**src/rtl/mult_result_buf.sv**
```systemverilog
// mult_result_buf: result landing buffer behind the non-stallable 64b multiplier.
// Results are held in a FIFO with a first-word-fall-through output register.
// A credit counter (in-flight + buffered) gates upstream issue so that no
// result is ever dropped when the upstream honours o_issueRdy.
module mult_result_buf #(
    parameter int DEPTH = 32,
    parameter int DW    = 64,
    parameter int IDW   = 9
) (
    input  logic                       ck,
    input  logic                       rst_n,
    input  logic                       i_issue,
    output logic                       o_issueRdy,
    input  logic                       i_vld,
    input  logic [DW-1:0]              i_res,
    input  logic [IDW-1:0]             i_htId,
    output logic                       o_vld,
    output logic [DW-1:0]              o_res,
    output logic [IDW-1:0]             o_htId,
    input  logic                       i_rdy,
    output logic [$clog2(DEPTH):0]     o_cnt,
    output logic                       o_err
);

    localparam int AW = $clog2(DEPTH);
    localparam int CW = AW + 1;
    localparam int EW = DW + IDW;

    // Storage behind the output register. The output register itself counts
    // as one entry, so at most DEPTH-1 words ever sit here.
    logic [EW-1:0] mem_q [DEPTH];

    logic [AW-1:0] wr_ptr_q,   wr_ptr_d;
    logic [AW-1:0] rd_ptr_q,   rd_ptr_d;
    logic [CW-1:0] occ_q,      occ_d;
    logic [CW-1:0] inflight_q, inflight_d;
    logic          out_vld_q,  out_vld_d;
    logic [DW-1:0] out_res_q,  out_res_d;
    logic [IDW-1:0] out_id_q,  out_id_d;
    logic          issue_rdy_q, issue_rdy_d;
    logic          err_q,      err_d;

    logic          pop;
    logic          push;
    logic          full;
    logic          mem_empty;
    logic          load_out;
    logic          from_mem;
    logic          bypass;
    logic          mem_we;
    logic          infl_dec;
    logic [CW-1:0] mem_cnt;
    logic [CW:0]   credit_sum;
    logic [EW-1:0] mem_head;

    assign mem_head = mem_q[rd_ptr_q];

    // Handshake decode: who pushes, who pops, and where the output register
    // gets its next word (storage head first, otherwise the arriving result).
    always_comb begin
        pop       = out_vld_q & i_rdy;
        full      = (occ_q == CW'(DEPTH));
        push      = i_vld & (~full | pop);
        mem_cnt   = occ_q - CW'(out_vld_q);
        mem_empty = (mem_cnt == '0);
        load_out  = ~out_vld_q | pop;
        from_mem  = load_out & ~mem_empty;
        bypass    = load_out & mem_empty & push;
        mem_we    = push & ~bypass;
        infl_dec  = i_vld & (inflight_q != '0);
    end

    // Next-state for pointers, counters, output register, credit and error.
    always_comb begin
        wr_ptr_d    = wr_ptr_q;
        rd_ptr_d    = rd_ptr_q;
        occ_d       = occ_q;
        inflight_d  = inflight_q;
        out_vld_d   = out_vld_q;
        out_res_d   = out_res_q;
        out_id_d    = out_id_q;
        issue_rdy_d = issue_rdy_q;
        err_d       = err_q;
        credit_sum  = '0;

        if (mem_we) begin
            wr_ptr_d = wr_ptr_q + AW'(1);
        end
        if (from_mem) begin
            rd_ptr_d = rd_ptr_q + AW'(1);
        end

        occ_d      = occ_q + CW'(push) - CW'(pop);
        // A result with nothing in flight still lands, but never underflows
        // the in-flight count.
        inflight_d = inflight_q + CW'(i_issue) - CW'(infl_dec);

        if (from_mem) begin
            out_vld_d = 1'b1;
            out_res_d = mem_head[EW-1:IDW];
            out_id_d  = mem_head[IDW-1:0];
        end else if (bypass) begin
            out_vld_d = 1'b1;
            out_res_d = i_res;
            out_id_d  = i_htId;
        end else if (load_out) begin
            out_vld_d = 1'b0;
        end

        credit_sum  = {1'b0, inflight_d} + {1'b0, occ_d};
        issue_rdy_d = (credit_sum < (CW+1)'(DEPTH));

        if ((i_issue & ~issue_rdy_q) | (i_vld & (inflight_q == '0)) | (i_vld & ~push)) begin
            err_d = 1'b1;
        end
    end

    // Control state register with asynchronous active-low reset.
    always_ff @(posedge ck or negedge rst_n) begin
        if (!rst_n) begin
            wr_ptr_q    <= '0;
            rd_ptr_q    <= '0;
            occ_q       <= '0;
            inflight_q  <= '0;
            out_vld_q   <= 1'b0;
            out_res_q   <= '0;
            out_id_q    <= '0;
            issue_rdy_q <= 1'b0;
            err_q       <= 1'b0;
        end else begin
            wr_ptr_q    <= wr_ptr_d;
            rd_ptr_q    <= rd_ptr_d;
            occ_q       <= occ_d;
            inflight_q  <= inflight_d;
            out_vld_q   <= out_vld_d;
            out_res_q   <= out_res_d;
            out_id_q    <= out_id_d;
            issue_rdy_q <= issue_rdy_d;
            err_q       <= err_d;
        end
    end

    // Storage write port; contents need no reset since pointers gate reads.
    always_ff @(posedge ck) begin
        if (mem_we) begin
            mem_q[wr_ptr_q] <= {i_res, i_htId};
        end
    end

    assign o_vld      = out_vld_q;
    assign o_res      = out_res_q;
    assign o_htId     = out_id_q;
    assign o_cnt      = occ_q;
    assign o_err      = err_q;
    assign o_issueRdy = issue_rdy_q;

endmodule
```
**config.mk**
```make
export PLATFORM = sky130hd
export DESIGN_NAME = mult_result_buf
export DESIGN_NICKNAME = d
export VERILOG_FILES = /design/src/rtl/mult_result_buf.sv
export SDC_FILE = /design/constraint.sdc
export NUM_CORES = 2
export LEC_CHECK = 0
export CAP_MARGIN = 20
export CORE_MARGIN = 2
export CORE_UTILIZATION = 55
export CTS_CLUSTER_DIAMETER = 150
export DETAILED_ROUTE_END_ITERATION = 10
export GPL_TIMING_DRIVEN = 1
export PLACE_DENSITY_LB_ADDON = 0.2
export SYNTH_ARGS = -nofsm -noshare
export SYNTH_HDL_FRONTEND = slang
export SYNTH_SLANG_ARGS = --single-unit
```
**constraint.sdc**
```tcl
create_clock -name ck -period 9.8 [get_ports ck]
set_input_delay 1.47 -clock ck [delete_from_list [all_inputs] [get_ports ck]]
set_output_delay 1.47 -clock ck [all_outputs]
set_load 0.01 [all_outputs]
```
# Word level (Yosys, flattened, before mapping)
# Memories as Yosys holds them, arrays and structs flattened.
# Cells that the tools add are included.
# totals
register_bits	98
latchBits	0
ramBits	2336
mem_bits_ro	0
out_inout_bits	82
elab_cells	54
memories	1
# mem_list
memory	depth	word_bits	read_ports	rd_clocked_by_memory_dff	write_ports	line	text
mem_q	32	73	1	0	1	31	logic [EW-1:0] mem_q [DEPTH];
# classes
addsub	8
n_mul	0
n_div	0
magnitude_cmp	1
n_eq_ne	1
n_shift	0
n_mux	9
bitwise	20
reduce_logical	5
# op_table
cell	n
two-way mux 64 bit	2
two-way mux 9 bit	2
subtractor 6 x 1 -> 6 bit	3
adder 6 x 1 -> 6 bit	2
zero test 6 bit	2
adder 5 x 1 -> 5 bit, second input constant	2
bitwise AND 1 bit	10
adder 6 x 6 -> 7 bit	1
< comparator 7 x 6 -> 1 bit, second input constant	1
== test 6 bit, second input constant	1
inverter 1 bit	6
nonzero test 6 bit	1
two-way mux 1 bit	5
OR 1 bit	4
nonzero test 3 bit	1
nonzero test 2 bit	1

# Logic depth before layout (Yosys ltp)
# logic_depth
depth_word	9
mapped_depth	16
mapped_depth_nobuf	16

# Worst setup path before layout
# OpenSTA, ideal clock, no wires.
# synth_path
path_kind	input -> register
from	input i_rdy
to	memory mem_q[31][0] (netlist bit) (enable)
setup_ns	0.505
t_arrival_ns	5.691
required_ns	9.295
setup_slack_ns	3.604
cell_stages	6
n_path_buf	0
path_cell_list	and2_1 or4_1 nand2_2 a31oi_1 nand2_1 nor2_1
# synth_via
elab_chain_cells	8
# synth_lines
item	line	text
start: declaration	20	input logic i_rdy,
bitwise AND 1 bit *	61	pop = out_vld_q & i_rdy;
OR 1 bit, on equally long branches	66, 63	
bitwise AND 1 bit, on equally long branches	68, 63	
bitwise AND 1 bit	68	bypass = load_out & mem_empty & push;
inverter 1 bit	69	mem_we = push & ~bypass;
bitwise AND 1 bit *	69	
two-way mux 1 bit *	145	if (mem_we) begin
two-way mux 1 bit (implied by the code) *	146	mem_q[wr_ptr_q] <= {i_res, i_htId};
end: declaration	31	
# Every way passes the cells marked *; elsewhere a longest branch is shown, timed or not.

# Worst setup path after layout
# layout_path
from	input i_rdy
to	memory mem_q[15][22] (netlist bit) (enable)
# Same word-level chain as after synthesis.

==> qor.txt <==
outcome -> finished clean
Final WS setup -> 4930 ps
Setup Skew -> 41.4 ps
Clock Pin Slew Worst Setup and Hold Paths -> 60 ps
Die H -> 416 um
syn_nets -> 4369
Seq/Total Area, Yosys -> 77.9%
htree depth -> 4
Crit path required time -> 10260 ps
Clk Latency, worst-skew pair -> 880 ps
Final period util -> 49.7%
IO Pins -> 160
Place WS -> 3300 ps
Initial Util -> 55.2%
gpl congestion -> 0.796
Leakage Power -> 33.9 nW
Mapped Area -> 93200 um^2
routed via count -> 45.6k
Final Hold Viols -> 0
clock sinks -> 2434
Synth Register Bits -> 2434
filler instances -> 11.4k
CTS tree -> done
Total GRT Usage -> 26.3%
VDD IR max -> 0.221 mV
remaining antenna violation count after routing -> 0
Site Rows -> 151
CP Class -> primary input to flip-flop
DPL Wire Length -> 124000 um
largest net degree at the start of global routing -> 110
Slew HR -> 13.7%
Hold Path Class -> flip-flop to flip-flop
Root Buffer -> clkbuf_16
Setup Viol. Count Final -> 0
Synth Flop Type -> edfxtp_1
share of layout cells above drive strength 1 -> 22.9%
buffer count from post-CTS setup fixing -> 0
post-synthesis cell count -> 4261
PwrDens -> 283 nW/um^2
Hold-fix buffers, CTS -> 0
vias in the first global route -> 45.4k
Post-CTS Resized -> 0
vias per inst -> 6.51
Max Cap Viol -> 0
Initial DRC Count -> 6043
Final nets -> 4690
commonest cells after routing, fill and taps aside -> edfxtp_1, mux4_2, clkbuf_16
residual DRC count -> 0
register area -> 72600 um^2
post-route setup TNS -> 0 ps
WL/cell -> 32.2 um
Multi-input gate area -> 19500 um^2
Crit. End Element -> flip-flop
commonest non-fill, non-tap cell in the layout -> edfxtp_1
Total Wirelength -> 226000 um
I/O Buffers -> 159
Max Fclk -> 205 MHz
Clock Tree Buf Depth -> 3
crit path DAT -> 5330 ps
DR pass1 iterations -> 7
RSZ-0062 raised after global routing -> false
Post-synth EDFFs -> 2336
total congestion overflow -> 0
critical path peak fanout -> 49
fin. max-slew vios -> 0
ys async rst share -> 4.03%
YS warnings -> 0
worst reg-to-reg setup slack -> 5150 ps
startpoint types -> primary input
Avg Inst Size Synth -> 21.9 um^2
Die W -> 416 um
Placeable Area -> 169000 um^2
first-pass GRT wire length -> 325000 um
Worst Tran Pin Value -> 1260 ps
die area -> 173000 um^2
Area growth syn-to-layout -> 13.9%
Final min period -> 4870 ps
Cell variety after synth -> 56
total CTS buffers -> 233
antenna violations before repair -> 5
## synth_stat cells (40+ instances only)
| master | number | area [um^2] |
|---|---|---|
| a21oi_1 | 79 | 395 |
| nand2_1 | 45 | 169 |
| edfxtp_1 | 2336 | 70100 |
| a221o_1 | 45 | 450 |
| mux4_2 | 504 | 11400 |
| buf_2 | 88 | 440 |
| a211oi_1 | 68 | 510 |
| clkbuf_1 | 94 | 353 |
| nor4_1 | 40 | 250 |
| dfrtp_1 | 98 | 2450 |
| nor2b_1 | 50 | 313 |
| nor2_1 | 117 | 439 |
| mux2i_1 | 236 | 2360 |
| o22ai_1 | 104 | 651 |
## sequential cells by signal, summed over array words and instances (netlist names)
signal / flops
inflight_q: 6
mem_q: 2336
o_cnt: 6
o_err: 1
o_htId: 9
o_issueRdy: 1
o_res: 64
o_vld: 1
rd_ptr_q: 5
wr_ptr_q: 5
## routing by layer
| metal | global-route usage, % | up-vias | part of all wire, % |
|---|---|---|---|
| li1 | - | 18701 | - |
| met1 | 38.7 | 24273 | 40 |
| met2 | 40.6 | 2305 | 47 |
| met3 | 5.86 | 307 | 10 |
| met4 | 6.93 | 0 | 2.2 |
| met5 | 0 | - | 0 |
## kinds of logic (layout without fill, tap and decap cells)
kind of cell / Yosys count / after routing / synth area share (%)
AND/OR/NAND/NOR: 306 / 306 / 1.63
other: 0 / 3 / 0
buffers and inverters: 268 / 791 / 1.48
multiplexers: 753 / 753 / 14.9
flip-flops: 2434 / 2434 / 77.9
XOR/XNOR: 16 / 16 / 0.150
adder cells (fa/ha/maj): 31 / 31 / 0.430
AO/OA/AOI/OAI: 453 / 453 / 3.49
## final cells by class
cell class | count | share of cell area [%]
Clock inverter | 126 | 1.18
Timing Repair Buffer | 333 | 3.27
Sequential cell | 2434 | 68.5
Clock buffer | 311 | 5.99
Tap cell | 2218 | 2.62
Inverter | 21 | 0.0743
Antenna cell | 3 | 0.00708
Multi-Input combinational cell | 1559 | 18.4
## worst paths after layout
kind                            depth (start not counted)             to  startpoint
min in group asynchronous                               1      o_htId[3]       rst_n
worst min register to register                          1          o_err       o_err
worst max register to register                         10  mem_q[15][22]    o_cnt[1]
max in group asynchronous                               2    rd_ptr_q[0]       rst_n
worst max-delay path                                    9  mem_q[15][22]       i_rdy
worst min-delay path                                    1          o_err       o_err
## worst max-delay path: stages
cell             delay, ps
clkdlybuf4s50_1        500
and2_1                 150
or4_1                  140
nand2_2                150
a31oi_1                180
buf_4                  230
nand2_1                520
nor2_4                1020
buf_4                  890
## report_power, final
part / switching (mW) / internal (mW) / total, mW
Sequential: 0.475 / 12.3 / 12.7
Clock: 3.80 / 5.08 / 8.88
Combinational: 4.84 / 3.57 / 8.41
Total: 9.12 / 20.9 / 30.0
## per-stage QoR
step | utilization, % | area (um^2) | hold WS (ps) | power, mW | cells
2_1_floorplan | - | 93200 | 517 | 18.4 | 4261
3_3_place_gp | 58.0 | 97900 | 487 | 21.3 | 6539
3_5_place_dp | 58.0 | 98000 | 465 | 21.4 | 6544
4_1_cts | 62.5 | 106000 | 488 | 30.2 | 6981
5_1_grt | 62.8 | 106000 | 531 | 31.1 | 7002
6_report | 62.8 | 106000 | 487 | 30.0 | 7005
Power figures use the tool's default switching activity.
